`src/rtl/pcd8544_pkg.sv`:
```
// rtl/pcd8544_pkg.sv - shared constants, opcode masks and address helper for the PCD8544 receiver
package pcd8544_pkg;

    localparam int COLS     = 84;
    localparam int ROWS     = 6;
    localparam int FB_DEPTH = 504;
    localparam int ADDR_W   = $clog2(FB_DEPTH);

    // Opcode recognition: a byte matches when (byte & MASK) == VAL
    localparam logic [7:0] FSET_MASK = 8'hF8;
    localparam logic [7:0] FSET_VAL  = 8'h20;
    localparam logic [7:0] DCTL_MASK = 8'hFA;
    localparam logic [7:0] DCTL_VAL  = 8'h08;
    localparam logic [7:0] SETY_MASK = 8'hF8;
    localparam logic [7:0] SETY_VAL  = 8'h40;
    localparam logic [7:0] SETX_MASK = 8'h80;
    localparam logic [7:0] SETX_VAL  = 8'h80;
    localparam logic [7:0] TC_MASK   = 8'hFC;
    localparam logic [7:0] TC_VAL    = 8'h04;
    localparam logic [7:0] BIAS_MASK = 8'hF8;
    localparam logic [7:0] BIAS_VAL  = 8'h10;
    localparam logic [7:0] VOP_MASK  = 8'h80;
    localparam logic [7:0] VOP_VAL   = 8'h80;

    // disp_mode = {D,E}
    localparam logic [1:0] DISP_BLANK   = 2'b00;
    localparam logic [1:0] DISP_NORMAL  = 2'b10;
    localparam logic [1:0] DISP_ALL_ON  = 2'b01;
    localparam logic [1:0] DISP_INVERSE = 2'b11;

    function automatic logic op_match(input logic [7:0] b, input logic [7:0] mask,
                                      input logic [7:0] val);
        return (b & mask) == val;
    endfunction

    // y*84 + x built from shifts so no multiplier is inferred
    function automatic logic [ADDR_W-1:0] fb_addr(input logic [2:0] y, input logic [6:0] x);
        return {y, 6'b0} + {2'b0, y, 4'b0} + {4'b0, y, 2'b0} + {2'b0, x};
    endfunction

endpackage

```
`src/rtl/pcd8544_spi_shifter.sv`:
```
// rtl/pcd8544_spi_shifter.sv - pad synchronisers, sclk edge detect, byte shifter and bit counter
module pcd8544_spi_shifter
    import pcd8544_pkg::*;
(
    input  logic       clock,
    input  logic       Reset,
    input  logic       sclk,
    input  logic       mosi,
    input  logic       sce,
    input  logic       dc,
    input  logic       rst,
    output logic       byte_done,
    output logic [7:0] byte_val,
    output logic       byte_dc,
    output logic       rst_run
);

    // Pad order inside the synchroniser vectors: {rst, dc, sce, mosi, sclk}
    localparam logic [4:0] SYNC_INIT = 5'b00100;

    logic [4:0] sync1;
    logic [4:0] sync2;
    logic       sclk_d;
    logic       sce_d;
    logic [7:0] shreg;
    logic [2:0] bit_cnt;

    logic sclk_s, mosi_s, sce_s, dc_s, rst_s;
    logic sclk_rise, shift_en;

    assign {rst_s, dc_s, sce_s, mosi_s, sclk_s} = sync2;
    assign rst_run   = rst_s;
    assign sclk_rise = sclk_s & ~sclk_d;
    // Gating on the previous sce lets a byte whose 8th edge coincides with sce rising still complete
    assign shift_en  = sclk_rise & ~sce_d;

    // Two-flop synchronisers for every pad, then the edge-detect history
    always_ff @(posedge clock or negedge Reset) begin
        if (!Reset) begin
            sync1  <= SYNC_INIT;
            sync2  <= SYNC_INIT;
            sclk_d <= 1'b0;
            sce_d  <= 1'b1;
        end else begin
            sync1  <= {rst, dc, sce, mosi, sclk};
            sync2  <= sync1;
            sclk_d <= sclk_s;
            sce_d  <= sce_s;
        end
    end

    // Shift MSB-first on each qualified sclk rise; flag the byte on the 8th bit
    always_ff @(posedge clock or negedge Reset) begin
        if (!Reset) begin
            shreg     <= '0;
            bit_cnt   <= '0;
            byte_done <= 1'b0;
            byte_val  <= '0;
            byte_dc   <= 1'b0;
        end else if (!rst_s) begin
            shreg     <= '0;
            bit_cnt   <= '0;
            byte_done <= 1'b0;
            byte_val  <= '0;
            byte_dc   <= 1'b0;
        end else begin
            byte_done <= 1'b0;
            if (shift_en) begin
                shreg   <= {shreg[6:0], mosi_s};
                bit_cnt <= bit_cnt + 3'd1;
                if (bit_cnt == 3'd7) begin
                    byte_done <= 1'b1;
                    byte_val  <= {shreg[6:0], mosi_s};
                    byte_dc   <= dc_s;
                end
            end
            if (sce_s) begin
                bit_cnt <= '0;
            end
        end
    end

endmodule

```
`src/rtl/pcd8544_rx.sv`:
```
// rtl/pcd8544_rx.sv - PCD8544 receiver top: command decode and frame-buffer address counters (option: PCD8544_RX_EXT_CMD_EN)
module pcd8544_rx
    import pcd8544_pkg::*;
(
    input  logic              clock,
    input  logic              Reset,
    input  logic              sclk,
    input  logic              mosi,
    input  logic              sce,
    input  logic              dc,
    input  logic              rst,
    output logic              wr_en,
    output logic [ADDR_W-1:0] wr_addr,
    output logic [7:0]        wr_data,
    output logic              cmd_valid,
    output logic [7:0]        cmd_byte,
    output logic              power_down,
    output logic [1:0]        disp_mode,
    output logic [6:0]        vop,
    output logic [2:0]        bias,
    output logic [1:0]        tc
);

    localparam logic [6:0] LAST_X = 7'(COLS - 1);
    localparam logic [2:0] LAST_Y = 3'(ROWS - 1);

    logic       byte_done;
    logic [7:0] byte_val;
    logic       byte_dc;
    logic       rst_run;

    logic [6:0] x;
    logic [2:0] y;
    logic       h;
    logic       v;

    pcd8544_spi_shifter u_shifter (
        .clock     (clock),
        .Reset     (Reset),
        .sclk      (sclk),
        .mosi      (mosi),
        .sce       (sce),
        .dc        (dc),
        .rst       (rst),
        .byte_done (byte_done),
        .byte_val  (byte_val),
        .byte_dc   (byte_dc),
        .rst_run   (rst_run)
    );

    // Basic-set decode, data strobes and X/Y auto-increment
    always_ff @(posedge clock or negedge Reset) begin
        if (!Reset) begin
            wr_en      <= 1'b0;
            wr_addr    <= '0;
            wr_data    <= '0;
            cmd_valid  <= 1'b0;
            cmd_byte   <= '0;
            power_down <= 1'b1;
            disp_mode  <= DISP_BLANK;
            x          <= '0;
            y          <= '0;
            h          <= 1'b0;
            v          <= 1'b0;
        end else if (!rst_run) begin
            wr_en      <= 1'b0;
            wr_addr    <= '0;
            wr_data    <= '0;
            cmd_valid  <= 1'b0;
            cmd_byte   <= '0;
            power_down <= 1'b1;
            disp_mode  <= DISP_BLANK;
            x          <= '0;
            y          <= '0;
            h          <= 1'b0;
            v          <= 1'b0;
        end else begin
            wr_en     <= 1'b0;
            cmd_valid <= 1'b0;
            if (byte_done && byte_dc) begin
                wr_en   <= 1'b1;
                wr_addr <= fb_addr(y, x);
                wr_data <= byte_val;
                if (!v) begin
                    if (x == LAST_X) begin
                        x <= '0;
                        y <= (y == LAST_Y) ? 3'd0 : y + 3'd1;
                    end else begin
                        x <= x + 7'd1;
                    end
                end else begin
                    if (y == LAST_Y) begin
                        y <= '0;
                        x <= (x == LAST_X) ? 7'd0 : x + 7'd1;
                    end else begin
                        y <= y + 3'd1;
                    end
                end
            end else if (byte_done) begin
                cmd_valid <= 1'b1;
                cmd_byte  <= byte_val;
                if (op_match(byte_val, FSET_MASK, FSET_VAL)) begin
                    power_down <= byte_val[2];
                    v          <= byte_val[1];
                    h          <= byte_val[0];
                end else if (!h) begin
                    if (op_match(byte_val, DCTL_MASK, DCTL_VAL)) begin
                        disp_mode <= {byte_val[2], byte_val[0]};
                    end else if (op_match(byte_val, SETY_MASK, SETY_VAL)) begin
                        if (byte_val[2:0] <= LAST_Y) y <= byte_val[2:0];
                    end else if (op_match(byte_val, SETX_MASK, SETX_VAL)) begin
                        if (byte_val[6:0] <= LAST_X) x <= byte_val[6:0];
                    end
                end
            end
        end
    end

`ifdef PCD8544_RX_EXT_CMD_EN
    // Extended-set registers, only written while H=1
    always_ff @(posedge clock or negedge Reset) begin
        if (!Reset) begin
            vop  <= '0;
            bias <= '0;
            tc   <= '0;
        end else if (!rst_run) begin
            vop  <= '0;
            bias <= '0;
            tc   <= '0;
        end else if (byte_done && !byte_dc && h) begin
            if (op_match(byte_val, TC_MASK, TC_VAL)) begin
                tc <= byte_val[1:0];
            end else if (op_match(byte_val, BIAS_MASK, BIAS_VAL)) begin
                bias <= byte_val[2:0];
            end else if (op_match(byte_val, VOP_MASK, VOP_VAL)) begin
                vop <= byte_val[6:0];
            end
        end
    end
`else
    assign vop  = '0;
    assign bias = '0;
    assign tc   = '0;
`endif

endmodule

```
`config.mk`:
```
export PLATFORM = sky130hd
export DESIGN_NAME = pcd8544_rx
export DESIGN_NICKNAME = d
export VERILOG_FILES = /design/src/rtl/pcd8544_pkg.sv /design/src/rtl/pcd8544_spi_shifter.sv /design/src/rtl/pcd8544_rx.sv
export SDC_FILE = /design/constraint.sdc
export NUM_CORES = 1
export LEC_CHECK = 0
export BUFFER_PORTS_ARGS = -buffer_cell sky130_fd_sc_hd__buf_2
export CORE_MARGIN = 1
export CORE_UTILIZATION = 40
export CTS_BUF_LIST = sky130_fd_sc_hd__clkbuf_8 sky130_fd_sc_hd__clkbuf_16
export CTS_CLUSTER_SIZE = 8
export DETAILED_ROUTE_END_ITERATION = 12
export MAX_ROUTING_LAYER = met4
export PLACE_DENSITY = 0.64
export SETUP_SLACK_MARGIN = 0.3
export SLEW_MARGIN = 25
export SYNTH_ARGS = -nofsm -noshare
export SYNTH_HDL_FRONTEND = slang
export SYNTH_SLANG_ARGS = --single-unit
```
`constraint.sdc`:
```
create_clock -name clock -period 6.4 [get_ports clock]
set_input_delay 0.64 -clock clock [delete_from_list [all_inputs] [get_ports clock]]
set_output_delay 0.64 -clock clock [all_outputs]
set_load 0.05 [all_outputs]
```
==> results of run 1 <==
[synth_stat cells (2+ instances only)]
cell type and count:
sky130_fd_sc_hd__a32o_1 2, sky130_fd_sc_hd__fa_1 3, sky130_fd_sc_hd__dfstp_2 4, sky130_fd_sc_hd__ha_1 11
sky130_fd_sc_hd__xnor2_1 5, sky130_fd_sc_hd__nand2_1 84, sky130_fd_sc_hd__nand3_1 5, sky130_fd_sc_hd__buf_6 3
sky130_fd_sc_hd__a211oi_1 2, sky130_fd_sc_hd__a21oi_1 38, sky130_fd_sc_hd__nor2_1 25, sky130_fd_sc_hd__mux2i_1 18
sky130_fd_sc_hd__inv_1 13, sky130_fd_sc_hd__nor3_1 5, sky130_fd_sc_hd__clkbuf_1 15, sky130_fd_sc_hd__xor2_1 2
sky130_fd_sc_hd__o21ai_0 6, sky130_fd_sc_hd__buf_1 2, sky130_fd_sc_hd__and2_1 3, sky130_fd_sc_hd__o211ai_1 2
sky130_fd_sc_hd__buf_2 2, sky130_fd_sc_hd__nand2b_1 2, sky130_fd_sc_hd__mux2_4 4, sky130_fd_sc_hd__dfrtp_1 70
sky130_fd_sc_hd__o31ai_1 4, sky130_fd_sc_hd__buf_4 13, sky130_fd_sc_hd__nor2b_1 2
[path summary, 6_finish.rpt]
check / slack (ns) / cells after the start / end
max in group asynchronous: 5.41 / 1 / x[3]$_DFFE_PN0P_
min in group asynchronous: 0.39 / 1 / wr_addr[8]$_DFFE_PN0P_
worst min-delay path: 0.35 / 0 / u_shifter.sync2[1]$_DFF_PN0_
worst max-delay path: 3.99 / 9 / wr_addr[8]$_DFFE_PN0P_
worst min register to register: 0.35 / 0 / u_shifter.sync2[1]$_DFF_PN0_
worst max register to register: 3.99 / 9 / wr_addr[8]$_DFFE_PN0P_
[registers in the layout (all words and copies together), names as in the netlist, 2 cells and up]
register / cells
y: 3
u_shifter.bit_cnt: 3
wr_addr: 9
u_shifter.sync2: 5
wr_data: 8
cmd_byte: 8
u_shifter.byte_val: 8
u_shifter.shreg: 7
disp_mode: 2
u_shifter.sync1: 5
x: 7
[through the flow]
step / worst slack, ns / total power, uW
floorplan: 4.18 / 516
global placement: 4.06 / 524
detailed placement: 4.01 / 524
CTS: 3.98 / 978
global route: 3.76 / 1000
finish: 3.99 / 969
[kinds of logic after synthesis]
kind of cell / synth area share
AOI/OAI and AO/OA: 0.118
adders and majority gates: 0.0544
muxes: 0.0662
DFF: 0.511
other: 0.00103
xor gates and xnor gates: 0.0169
buffers and inverters: 0.0710
and+or+nand+nor: 0.161
[area by class of cell]
type	instances	area (sq um)	area share
Timing Repair Buffer	37	190	0.0469
Multi-Input combinational cell	256	1570	0.387
Clock buffer	10	138	0.0339
Tap cell	108	135	0.0333
Sequential cell	74	1860	0.458
Clock inverter	6	114	0.0281
Inverter	14	52.6	0.0130
[metal layers]
metal | up-vias | global-route usage | share of wire
met3 | 15 | 0.0309 | 0.039
met1 | 1228 | 0.229 | 0.47
met4 | 0 | 0.0747 | 0.019
met5 | - | - | 0
li1 | 1261 | - | -
met2 | 59 | 0.249 | 0.47
[power breakdown]
group | total [uW] | switching (uW) | leakage (uW) | internal [uW]
clock | 455 | 184 | 0.000119 | 270
combinational | 39.0 | 33.3 | 0.000776 | 5.78
sequential | 475 | 3.08 | 0.000999 | 472
total | 969 | 221 | 0.00189 | 748
[worst max-delay path: cells and delay by family, from the launching register on]
family | cells | cell delay (ns)
simple gates | 1 | 0.06
mux | 1 | 0.16
fa+ha+maj | 2 | 0.89
flops | 1 | 0.45
compound gates | 3 | 0.52
buf+inv | 2 | 0.22
==> flow_summary.html, run 1 <==
<table>
<tr><th>Metric</th><th>Value</th></tr>
<tr><th colspan="2">Timing</th></tr>
<tr><td>Worst Hold Margin</td><td>roughly 0.35 ns</td></tr>
<tr><td>Final number of max-transition violations</td><td>0</td></tr>
<tr><td>Total Negative Setup Slacks</td><td>0 ns</td></tr>
<tr><td>Final Critical Period</td><td>~2.4 ns</td></tr>
<tr><td>Peak Freq</td><td>around 0.41 GHz</td></tr>
<tr><td>Maximum clock skew at final layout</td><td>~0.0075 ns</td></tr>
<tr><td>Tightest slew margin relative to the limit</td><td>0.377</td></tr>
<tr><td>Setup repair after global routing missed its margin</td><td>false</td></tr>
<tr><td>Fin. Hold Viols</td><td>0</td></tr>
<tr><td>Worst-margin pin slew</td><td>slightly above 0.9 ns</td></tr>
<tr><td>Final setup violation count</td><td>0</td></tr>
<tr><td>Period utilisation layout</td><td>0.377</td></tr>
<tr><th colspan="2">Route</th></tr>
<tr><td>Detailed-route via count</td><td>between 2000 and 3000</td></tr>
<tr><td>Routed wire length</td><td>7090 microns</td></tr>
<tr><td>Antenna-violating nets left</td><td>0</td></tr>
<tr><td>Residual DRC count</td><td>0</td></tr>
<tr><td>Ratio of routed vias to standard cells</td><td>5.08</td></tr>
<tr><td>Violation count after the first detailed-route iteration</td><td>between 100 and 150</td></tr>
<tr><td>Detailed-routing iteration count for the pre-antenna-repair pass</td><td>4</td></tr>
<tr><td>WL per Instance</td><td>between 10 and 15 microns</td></tr>
<tr><th colspan="2">Clocking</th></tr>
<tr><td>Clock network latency to the later pin of the worst-skew pair</td><td>0.36 ns</td></tr>
<tr><td>Clock-pin slew reported for the worst setup and hold paths after clock tree synthesis</td><td>~0.080 ns</td></tr>
<tr><td>Post-CTS setup repair buffer count</td><td>0</td></tr>
<tr><td>Hold buffer count at CTS</td><td>0</td></tr>
<tr><td>Clock tree from TritonCTS</td><td>done</td></tr>
<tr><td>Quantity of gates resized following cts</td><td>0</td></tr>
<tr><td>Deepest clock path buffer count</td><td>2</td></tr>
<tr><td>Number of clock sinks</td><td>74</td></tr>
<tr><td>H-tree Lvls</td><td>3</td></tr>
<tr><td>Number of buffers inserted during clock tree synthesis</td><td>9</td></tr>
<tr><td>Clk root buf</td><td>sky130_fd_sc_hd__clkbuf_8</td></tr>
<tr><th colspan="2">Min path</th></tr>
<tr><td>Class of the most critical hold timing path</td><td>reg2reg</td></tr>
<tr><td>Startpoint of the most critical hold path</td><td>u_shifter.sync1[1]$_DFF_PN0_</td></tr>
<tr><th colspan="2">Logic synthesis</th></tr>
<tr><td>Distinct cells, synth</td><td>50</td></tr>
<tr><td>Cell taking the most area after synthesis</td><td>sky130_fd_sc_hd__dfrtp_1</td></tr>
<tr><td>Post-Syn Area</td><td>3630 sq um</td></tr>
<tr><td>Yosys warnings</td><td>0</td></tr>
<tr><td>Post-Synthesis Cells</td><td>between 300 and 400</td></tr>
<tr><td>Portion of the post-synthesis area used by sequential elements</td><td>0.511</td></tr>
<tr><td>Area share of the largest cell type after synthesis</td><td>0.482</td></tr>
<tr><td>Average size of a mapped cell</td><td>9.87 sq um</td></tr>
<tr><td>Top cells by area in the synthesized netlist</td><td>sky130_fd_sc_hd__dfrtp_1 48%, sky130_fd_sc_hd__nand2_1 8.7%, sky130_fd_sc_hd__a21oi_1 5.2%, sky130_fd_sc_hd__mux2i_1 5.0%, sky130_fd_sc_hd__ha_1 3.8%</td></tr>
<tr><td>Async set or reset register ratio after synthesis</td><td>1.00</td></tr>
<tr><td>FF+latch count, synth</td><td>between 70 and 80</td></tr>
<tr><td>Number of enable flip-flop cells after synthesis</td><td>0</td></tr>
<tr><td>Flip-flop cell with the highest count after synthesis</td><td>sky130_fd_sc_hd__dfrtp_1</td></tr>
<tr><th colspan="2">Global route</th></tr>
<tr><td>First-pass GRT wire length</td><td>12400 microns</td></tr>
<tr><td>Number of global-route vias before repair</td><td>~2500</td></tr>
<tr><td>Initial antenna violation count</td><td>0</td></tr>
<tr><td>Maximum number of pins on one net before global-route repair</td><td>75</td></tr>
<tr><td>Total global routing overflow</td><td>0</td></tr>
<tr><td>All-Layer GR Usage</td><td>0.169</td></tr>
<tr><th colspan="2">Floorplan</th></tr>
<tr><td>Standard-cell row count</td><td>34</td></tr>
<tr><td>Core Footprint</td><td>around 9000 sq um</td></tr>
<tr><td>Overall die area</td><td>about 9500 sq um</td></tr>
<tr><td>Y dimension of the die</td><td>between 90 and 100 microns</td></tr>
<tr><td>Count of boundary I/O pins</td><td>49</td></tr>
<tr><td>Initial cell density of the core</td><td>0.414</td></tr>
<tr><td>Horiz. Die Dim</td><td>just under 100 microns</td></tr>
<tr><th colspan="2">Placed design</th></tr>
<tr><td>Routability congestion estimate</td><td>0.797</td></tr>
<tr><td>DP HPWL</td><td>4680 microns</td></tr>
<tr><td>Placed cell area</td><td>~3800 sq um</td></tr>
<tr><td>Port Buffer Count</td><td>36</td></tr>
<tr><td>Placed Instances</td><td>between 400 and 500</td></tr>
<tr><th colspan="2">Finish</th></tr>
<tr><td>Proportion of layout cells with a drive suffix above 1</td><td>0.176</td></tr>
<tr><td>Antenna diode count</td><td>0</td></tr>
<tr><td>Layout Cell Area excl Fill</td><td>4060 sq um</td></tr>
<tr><td>Fill cells</td><td>~850</td></tr>
<tr><td>Layout Area Growth over Synthesis</td><td>11.8%</td></tr>
<tr><td>Final cell count without fillers</td><td>505</td></tr>
<tr><td>Most frequent cells in the layout</td><td>83 x sky130_fd_sc_hd__nand2_1, 70 x sky130_fd_sc_hd__dfrtp_1, 38 x sky130_fd_sc_hd__a21oi_1</td></tr>
<tr><td>Most common library cell in the layout ignoring fill and taps</td><td>sky130_fd_sc_hd__nand2_1</td></tr>
<tr><td>Layout Nets</td><td>413</td></tr>
<tr><td>Final core occ</td><td>0.463</td></tr>
<tr><th colspan="2">Critical path</th></tr>
<tr><td>Crit path DAT</td><td>2.67 ns</td></tr>
<tr><td>Setup Crit Path Kind</td><td>reg2reg</td></tr>
<tr><td>Critical path launch point</td><td>y[0]$_DFFE_PN0P_</td></tr>
<tr><td>Kind of capture point of the worst setup path</td><td>register</td></tr>
<tr><td>Cells along the critical path</td><td>inv_1, fa_1, inv_1, ha_1, a21o_1, a21oi_1, o21ai_0, mux2i_1, nand2_1</td></tr>
<tr><td>Worst path slowest cell</td><td>sky130_fd_sc_hd__fa_1</td></tr>
<tr><td>Critical Path Source Type</td><td>register</td></tr>
<tr><td>Cell repeated most along the worst path</td><td>sky130_fd_sc_hd__inv_1</td></tr>
<tr><td>Required time at the worst-slack endpoint</td><td>around 6.7 ns</td></tr>
<tr><td>Maximum fanout along the worst path</td><td>7</td></tr>
<tr><td>Worst path max stage delay</td><td>just over 0.6 ns</td></tr>
<tr><td>Reg2Reg Launch Point</td><td>y[0]$_DFFE_PN0P_</td></tr>
<tr><th colspan="2">Run</th></tr>
<tr><td>Number of max-capacitance violations reported</td><td>0</td></tr>
<tr><th colspan="2">Run status</th></tr>
<tr><td>Run status</td><td>finished, final reports clean</td></tr>
<tr><th colspan="2">Power</th></tr>
<tr><td>Worst vdd rail ir drop</td><td>0.0953 mV</td></tr>
<tr><td>Standby leakage power</td><td>between 0.0015 and 0.002 uW</td></tr>
<tr><td>Power Density</td><td>between 200 and 250 nW/um^2</td></tr>
</table>
No activity file was read; power rests on OpenSTA's default activity.
==> inputs of run 2 (changes only) <==
Settings changed: PLACE_DENSITY 0.64 to 0.66.
Clock period 6.4 ns to 2.2 ns, I/O delays scaled along.
==> flow_summary.html, run 2 (synthesis gave the netlist of run 1 again) <==
<table>
<tr><th>Metric</th><th>Value</th></tr>
<tr><th colspan="2">Run status</th></tr>
<tr><td>Run status</td><td>finished, final reports clean</td></tr>
<tr><th colspan="2">Clocking</th></tr>
<tr><td>Clock-pin slew reported for the worst setup and hold paths after clock tree synthesis</td><td>around 0.080 ns</td></tr>
<tr><td>Number of buffers inserted during clock tree synthesis</td><td>9</td></tr>
<tr><td>Clock tree from TritonCTS</td><td>done</td></tr>
<tr><td>H-tree Lvls</td><td>3</td></tr>
<tr><td>Clock network latency to the later pin of the worst-skew pair</td><td>approximately 0.36 ns</td></tr>
<tr><td>Clk root buf</td><td>sky130_fd_sc_hd__clkbuf_8</td></tr>
<tr><td>Number of clock sinks</td><td>74</td></tr>
<tr><td>Deepest clock path buffer count</td><td>2</td></tr>
<tr><th colspan="2">Placed design</th></tr>
<tr><td>Port Buffer Count</td><td>36</td></tr>
<tr><td>Routability congestion estimate</td><td>0.797</td></tr>
<tr><td>DP HPWL</td><td>4880 microns</td></tr>
<tr><td>Placed Instances</td><td>around 500</td></tr>
<tr><th colspan="2">Timing</th></tr>
<tr><td>Peak Freq</td><td>0.482 GHz</td></tr>
<tr><td>Final Critical Period</td><td>a little over 2 ns</td></tr>
<tr><td>Period utilisation layout</td><td>0.944</td></tr>
<tr><td>Maximum clock skew at final layout</td><td>roughly 0.013 ns</td></tr>
<tr><td>Final number of max-transition violations</td><td>0</td></tr>
<tr><td>Worst-margin pin slew</td><td>0.567 ns</td></tr>
<tr><td>Total Negative Setup Slacks</td><td>0 ns</td></tr>
<tr><td>Worst Hold Margin</td><td>~0.35 ns</td></tr>
<tr><td>Fin. Hold Viols</td><td>0</td></tr>
<tr><td>Final setup violation count</td><td>0</td></tr>
<tr><td>Setup repair after global routing missed its margin</td><td>true</td></tr>
<tr><td>Tightest slew margin relative to the limit</td><td>0.622</td></tr>
<tr><th colspan="2">Critical path</th></tr>
<tr><td>Kind of capture point of the worst setup path</td><td>register</td></tr>
<tr><td>Critical Path Source Type</td><td>register</td></tr>
<tr><td>Worst path slowest cell</td><td>sky130_fd_sc_hd__fa_1</td></tr>
<tr><td>Setup Crit Path Kind</td><td>reg2reg</td></tr>
<tr><td>Crit path DAT</td><td>around 2.4 ns</td></tr>
<tr><td>Cells along the critical path</td><td>inv_2, fa_1, buf_4, fa_2, nor2b_1, o21a_1, nor3_1, nand3b_1, a21oi_1</td></tr>
<tr><td>Required time at the worst-slack endpoint</td><td>2.48 ns</td></tr>
<tr><td>Worst path max stage delay</td><td>0.44 ns</td></tr>
<tr><td>Maximum fanout along the worst path</td><td>3</td></tr>
<tr><th colspan="2">Global route</th></tr>
<tr><td>First-pass GRT wire length</td><td>12500 microns</td></tr>
<tr><td>Maximum number of pins on one net before global-route repair</td><td>75</td></tr>
<tr><td>Initial antenna violation count</td><td>0</td></tr>
<tr><td>Total global routing overflow</td><td>0</td></tr>
<tr><td>Number of global-route vias before repair</td><td>roughly 2600</td></tr>
<tr><td>All-Layer GR Usage</td><td>0.168</td></tr>
<tr><th colspan="2">Floorplan</th></tr>
<tr><td>Core Footprint</td><td>approximately 9000 sq um</td></tr>
<tr><td>Y dimension of the die</td><td>just under 100 microns</td></tr>
<tr><td>Standard-cell row count</td><td>34</td></tr>
<tr><td>Initial cell density of the core</td><td>0.414</td></tr>
<tr><td>Overall die area</td><td>9460 sq um</td></tr>
<tr><td>Count of boundary I/O pins</td><td>between 40 and 50</td></tr>
<tr><td>Horiz. Die Dim</td><td>97.3 microns</td></tr>
<tr><th colspan="2">Power</th></tr>
<tr><td>Power Density</td><td>around 590 nW/um^2</td></tr>
<tr><td>Standby leakage power</td><td>~0.0020 uW</td></tr>
<tr><td>Worst vdd rail ir drop</td><td>between 0.3 and 0.4 mV</td></tr>
<tr><td>Overall power of the completed layout</td><td>about 2500 uW</td></tr>
<tr><th colspan="2">Finish</th></tr>
<tr><td>Largest register FFs</td><td>9</td></tr>
<tr><td>Fill cells</td><td>~830</td></tr>
<tr><td>Layout Nets</td><td>443</td></tr>
<tr><td>Largest register by flop count</td><td>wr_addr</td></tr>
<tr><td>Proportion of layout cells with a drive suffix above 1</td><td>0.267</td></tr>
<tr><td>Most common library cell in the layout ignoring fill and taps</td><td>sky130_fd_sc_hd__nand2_1</td></tr>
<tr><td>Most frequent cells in the layout</td><td>84 x sky130_fd_sc_hd__nand2_1, 64 x sky130_fd_sc_hd__dfrtp_1, 36 x sky130_fd_sc_hd__a21oi_1, 36 x sky130_fd_sc_hd__buf_2, 24 x sky130_fd_sc_hd__nor2_1</td></tr>
<tr><td>Antenna diode count</td><td>0</td></tr>
<tr><td>Final cell count without fillers</td><td>~540</td></tr>
<tr><td>Layout Area Growth over Synthesis</td><td>19.1%</td></tr>
<tr><th colspan="2">Min path</th></tr>
<tr><td>Class of the most critical hold timing path</td><td>reg2reg</td></tr>
<tr><th colspan="2">Route</th></tr>
<tr><td>Antenna-violating nets left</td><td>0</td></tr>
<tr><td>Detailed-route via count</td><td>between 2000 and 3000</td></tr>
<tr><td>Residual DRC count</td><td>0</td></tr>
<tr><td>Ratio of routed vias to standard cells</td><td>roughly 5</td></tr>
<tr><td>WL per Instance</td><td>~14 microns</td></tr>
<tr><td>Routed wire length</td><td>between 7000 and 8000 microns</td></tr>
<tr><td>Detailed-routing iteration count for the pre-antenna-repair pass</td><td>4</td></tr>
<tr><td>Violation count after the first detailed-route iteration</td><td>about 150</td></tr>
<tr><th colspan="2">Run</th></tr>
<tr><td>Number of max-capacitance violations reported</td><td>0</td></tr>
</table>
[run 2: cell types whose count changed in the layout (fill, tap and decap cells not counted), moves of 3 or more]
| cell | before | now |
|---|---|---|
| sky130_fd_sc_hd__bufinv_16 | 3 | 0 |
| sky130_fd_sc_hd__dfrtp_2 | 0 | 6 |
| sky130_fd_sc_hd__dlygate4sd3_1 | 0 | 6 |
| sky130_fd_sc_hd__dfrtp_1 | 70 | 64 |
| sky130_fd_sc_hd__inv_6 | 0 | 3 |
| sky130_fd_sc_hd__buf_4 | 2 | 22 |
| sky130_fd_sc_hd__inv_1 | 13 | 10 |
| sky130_fd_sc_hd__inv_2 | 0 | 3 |
[run 2: metal layers]
metal,share of wire,vias up,routed length [microns],track usage
li1,-,1319,-,-
met5,0,-,0,-
met2,0.51,65,3850,0.271
met4,0.0097,0,73,0.0407
met1,0.44,1351,3300,0.211
met3,0.041,9,312,0.0453
[run 2: timing repair]
item,CTS,global route
pin swaps,5,9
hold buffers,6,0
resized for setup,10,14
setup buffers,5,6
setup endpoints to repair,13,14
hold endpoints to repair,75,0
[run 2: power breakdown]
group	internal, uW	switching (uW)
logic	33.5	105
registers	1370	5.03
clock network	440	576
total	1850	686
[run 2: through the flow]
step | instance area [sq um] | util | setup WS, ns
6_report | 4320 | 0.493 | 0.124
4_1_cts | 4240 | 0.483 | 0.0920
2_1_floorplan | 3680 | - | 0.186
3_5_place_dp | 3920 | 0.447 | 0.0164
5_1_grt | 4320 | 0.493 | 0.00811
3_3_place_gp | 3920 | 0.447 | 0.110
[run 2: area by class of cell]
type                    count  area, sq um  area share
clock buffers               9          124      0.0286
clock inverters             7         66.3      0.0153
inverters                  14         52.6      0.0122
multi-input cells         256         1630       0.378
flip-flops and latches     74         1860       0.431
well taps                 108          135      0.0313
repair buffers             67          448       0.104
[run 2: path summary, 6_finish.rpt]
kind | startpoint | to | slack [ns] | cells past startpoint
worst max-delay path | x[4]$_DFFE_PN0P_ | wr_addr[7]$_DFFE_PN0P_ | 0.12 | 9
worst min-delay path | u_shifter.sync1[4]$_DFF_PN0_ | u_shifter.sync2[4]$_DFF_PN0_ | 0.35 | 0
worst max register to register | x[4]$_DFFE_PN0P_ | wr_addr[7]$_DFFE_PN0P_ | 0.12 | 9
worst min register to register | u_shifter.sync1[4]$_DFF_PN0_ | u_shifter.sync2[4]$_DFF_PN0_ | 0.35 | 0
max in group asynchronous | Reset | power_down$_DFFE_PN1P_ | 1.45 | 3
min in group asynchronous | Reset | u_shifter.sync1[3]$_DFF_PN0_ | 0.42 | 3
[run 2: critical path, delay by kind of cell, from the launching register on]
family | cells | cell delay [ns]
compound gates | 2 | 0.26
fa+ha+maj | 2 | 0.79
buf+inv | 2 | 0.25
flops | 1 | 0.40
simple gates | 3 | 0.31
==> inputs of run 3 (changes only) <==
Clock period 2.2 ns to 1.65 ns, I/O delays scaled along.
==> flow_summary.html, run 3 (synthesis gave the netlist of run 1 again) <==
<table>
<tr><th>Metric</th><th>Value</th></tr>
<tr><th colspan="2">Run status</th></tr>
<tr><td>Run status</td><td>finished, violations left</td></tr>
<tr><td>Failing checks</td><td>negative setup slack</td></tr>
<tr><th colspan="2">Min path</th></tr>
<tr><td>Class of the most critical hold timing path</td><td>in2async</td></tr>
<tr><th colspan="2">Timing</th></tr>
<tr><td>Peak Freq</td><td>0.475 GHz</td></tr>
<tr><td>Maximum clock skew at final layout</td><td>between 0.009 and 0.01 ns</td></tr>
<tr><td>Total Negative Setup Slacks</td><td>-3.54 ns</td></tr>
<tr><td>Final Critical Period</td><td>approximately 2.1 ns</td></tr>
<tr><td>Fin. Hold Viols</td><td>0</td></tr>
<tr><td>Setup repair after global routing missed its margin</td><td>true</td></tr>
<tr><td>Period utilisation layout</td><td>1.28</td></tr>
<tr><td>Final setup violation count</td><td>17</td></tr>
<tr><td>Final number of max-transition violations</td><td>0</td></tr>
<tr><td>Final setup slack of the worst path</td><td>-0.455 ns</td></tr>
<tr><th colspan="2">Floorplan</th></tr>
<tr><td>Horiz. Die Dim</td><td>between 90 and 100 microns</td></tr>
<tr><td>Count of boundary I/O pins</td><td>a little under 50</td></tr>
<tr><td>Overall die area</td><td>around 9500 sq um</td></tr>
<tr><td>Y dimension of the die</td><td>between 90 and 100 microns</td></tr>
<tr><td>Core Footprint</td><td>8760 sq um</td></tr>
<tr><td>Standard-cell row count</td><td>34</td></tr>
<tr><td>Initial cell density of the core</td><td>0.414</td></tr>
<tr><th colspan="2">Placed design</th></tr>
<tr><td>Post-placement setup slack</td><td>-0.442 ns</td></tr>
<tr><td>DP HPWL</td><td>around 5600 microns</td></tr>
<tr><td>Routability congestion estimate</td><td>approximately 0.83</td></tr>
<tr><td>Port Buffer Count</td><td>36</td></tr>
<tr><th colspan="2">Finish</th></tr>
<tr><td>Largest register FFs</td><td>9</td></tr>
<tr><td>Layout Area Growth over Synthesis</td><td>29.6%</td></tr>
<tr><td>Most common library cell in the layout ignoring fill and taps</td><td>sky130_fd_sc_hd__nand2_1</td></tr>
<tr><td>Most frequent cells in the layout</td><td>83 x sky130_fd_sc_hd__nand2_1, 68 x sky130_fd_sc_hd__dfrtp_1, 49 x sky130_fd_sc_hd__buf_4</td></tr>
<tr><td>Layout Nets</td><td>480</td></tr>
<tr><td>Antenna diode count</td><td>0</td></tr>
<tr><td>Register cell area after layout</td><td>~1900 sq um</td></tr>
<tr><td>Proportion of layout cells with a drive suffix above 1</td><td>0.319</td></tr>
<tr><td>Total area of multi-input combinational cells</td><td>1700 sq um</td></tr>
<tr><td>Fill cells</td><td>between 800 and 900</td></tr>
<tr><td>Largest register by flop count</td><td>wr_addr</td></tr>
<tr><th colspan="2">Critical path</th></tr>
<tr><td>Maximum fanout along the worst path</td><td>3</td></tr>
<tr><td>Critical Path Source Type</td><td>register</td></tr>
<tr><td>Required time at the worst-slack endpoint</td><td>between 1.5 and 2 ns</td></tr>
<tr><td>Crit path DAT</td><td>between 2 and 2.5 ns</td></tr>
<tr><td>Setup Crit Path Kind</td><td>reg2reg</td></tr>
<tr><td>Kind of capture point of the worst setup path</td><td>register</td></tr>
<tr><th colspan="2">Global route</th></tr>
<tr><td>Number of global-route vias before repair</td><td>around 2800</td></tr>
<tr><td>All-Layer GR Usage</td><td>0.180</td></tr>
<tr><td>Total global routing overflow</td><td>0</td></tr>
<tr><td>Initial antenna violation count</td><td>0</td></tr>
<tr><td>Maximum number of pins on one net before global-route repair</td><td>32</td></tr>
<tr><td>First-pass GRT wire length</td><td>roughly 13000 microns</td></tr>
<tr><th colspan="2">Clocking</th></tr>
<tr><td>Clock-pin slew reported for the worst setup and hold paths after clock tree synthesis</td><td>0.08 ns</td></tr>
<tr><td>Clk root buf</td><td>sky130_fd_sc_hd__clkbuf_8</td></tr>
<tr><td>Number of buffers inserted during clock tree synthesis</td><td>9</td></tr>
<tr><td>Number of clock sinks</td><td>between 70 and 80</td></tr>
<tr><td>Clock network latency to the later pin of the worst-skew pair</td><td>0.35 ns</td></tr>
<tr><td>Deepest clock path buffer count</td><td>2</td></tr>
<tr><td>H-tree Lvls</td><td>3</td></tr>
<tr><td>Clock tree from TritonCTS</td><td>done</td></tr>
<tr><th colspan="2">Power</th></tr>
<tr><td>Power Density</td><td>around 700 nW/um^2</td></tr>
<tr><td>Worst vdd rail ir drop</td><td>between 0.4 and 0.5 mV</td></tr>
<tr><td>Overall power of the completed layout</td><td>about 3400 uW</td></tr>
<tr><td>Standby leakage power</td><td>roughly 0.0023 uW</td></tr>
<tr><th colspan="2">Route</th></tr>
<tr><td>Ratio of routed vias to standard cells</td><td>just under 5</td></tr>
<tr><td>Violation count after the first detailed-route iteration</td><td>138</td></tr>
<tr><td>Detailed-routing iteration count for the pre-antenna-repair pass</td><td>4</td></tr>
<tr><td>WL per Instance</td><td>around 14 microns</td></tr>
<tr><td>Antenna-violating nets left</td><td>0</td></tr>
<tr><td>Routed wire length</td><td>roughly 8000 microns</td></tr>
<tr><td>Detailed-route via count</td><td>2819</td></tr>
<tr><td>Residual DRC count</td><td>0</td></tr>
<tr><th colspan="2">Run</th></tr>
<tr><td>Number of max-capacitance violations reported</td><td>0</td></tr>
</table>
run 3: metrics by stage:
| stage | hold WS, ns | util | cells | instance area, sq um |
|---|---|---|---|---|
| floorplan | -0.131 | - | 379 | 3720 |
| global placement | 0.119 | 0.485 | 542 | 4250 |
| detailed placement | 0.120 | 0.485 | 542 | 4250 |
| CTS | 0.261 | 0.526 | 568 | 4610 |
| global route | 0.269 | 0.537 | 572 | 4700 |
| finish | 0.271 | 0.537 | 572 | 4700 |
run 3: area by class of cell:
type | instances | area share
Sequential cell | 74 | 0.395
Multi-Input combinational cell | 257 | 0.362
Timing Repair Buffer | 103 | 0.163
Tap cell | 108 | 0.0287
Clock buffer | 9 | 0.0263
Clock inverter | 7 | 0.0136
Inverter | 14 | 0.0112
run 3: power breakdown:
| group | internal, uW | switching [uW] | total, uW |
|---|---|---|---|
| Combinational | 55.7 | 144 | 200 |
| Sequential | 1830 | 7.53 | 1840 |
| Clock | 685 | 663 | 1350 |
run 3: worst paths after layout:
path	end	slack [ns]	cells after the start	from
worst max-delay path	wr_addr[7]$_DFFE_PN0P_	-0.45	9	y[0]$_DFFE_PN0P_
worst min-delay path	u_shifter.sync1[3]$_DFF_PN0_	0.27	2	Reset
worst max register to register	wr_addr[7]$_DFFE_PN0P_	-0.45	9	y[0]$_DFFE_PN0P_
worst min register to register	u_shifter.sync2[0]$_DFF_PN0_	0.35	0	u_shifter.sync1[0]$_DFF_PN0_
max in group asynchronous	u_shifter.byte_val[4]$_DFFE_PN0P_	0.66	3	Reset
min in group clock	u_shifter.sync2[0]$_DFF_PN0_	0.35	0	u_shifter.sync1[0]$_DFF_PN0_
run 3: routing by layer:
metal | vias to the layer above | routed length, microns | GRT usage
met1 | 1360 | 3490 | 0.213
li1 | 1386 | - | -
met4 | 0 | 110 | 0.0486
met2 | 60 | 4050 | 0.303
met5 | - | 0 | -
met3 | 13 | 282 | 0.0504
run 3: worst max-delay path: stages, from the launching register on:
cell	delay [ns]
sky130_fd_sc_hd__dfrtp_1	0.37
sky130_fd_sc_hd__inv_2	0.06
sky130_fd_sc_hd__fa_1	0.51
sky130_fd_sc_hd__buf_4	0.16
sky130_fd_sc_hd__fa_2	0.36
sky130_fd_sc_hd__nor2b_2	0.13
sky130_fd_sc_hd__o21a_1	0.14
sky130_fd_sc_hd__nor3_1	0.04
sky130_fd_sc_hd__nand3b_1	0.15
sky130_fd_sc_hd__a21oi_1	0.12
run 3: what timing repair did:
| item | in CTS | in global routing |
|---|---|---|
| buffers inserted | 4 | 3 |
| hold buffers | 6 | 0 |
| setup endpoints to repair | 29 | 43 |
| hold endpoints to repair | 17 | 0 |
| cloned | 0 | 1 |
| gates resized for setup | 18 | 16 |
| pin swaps | 14 | 8 |
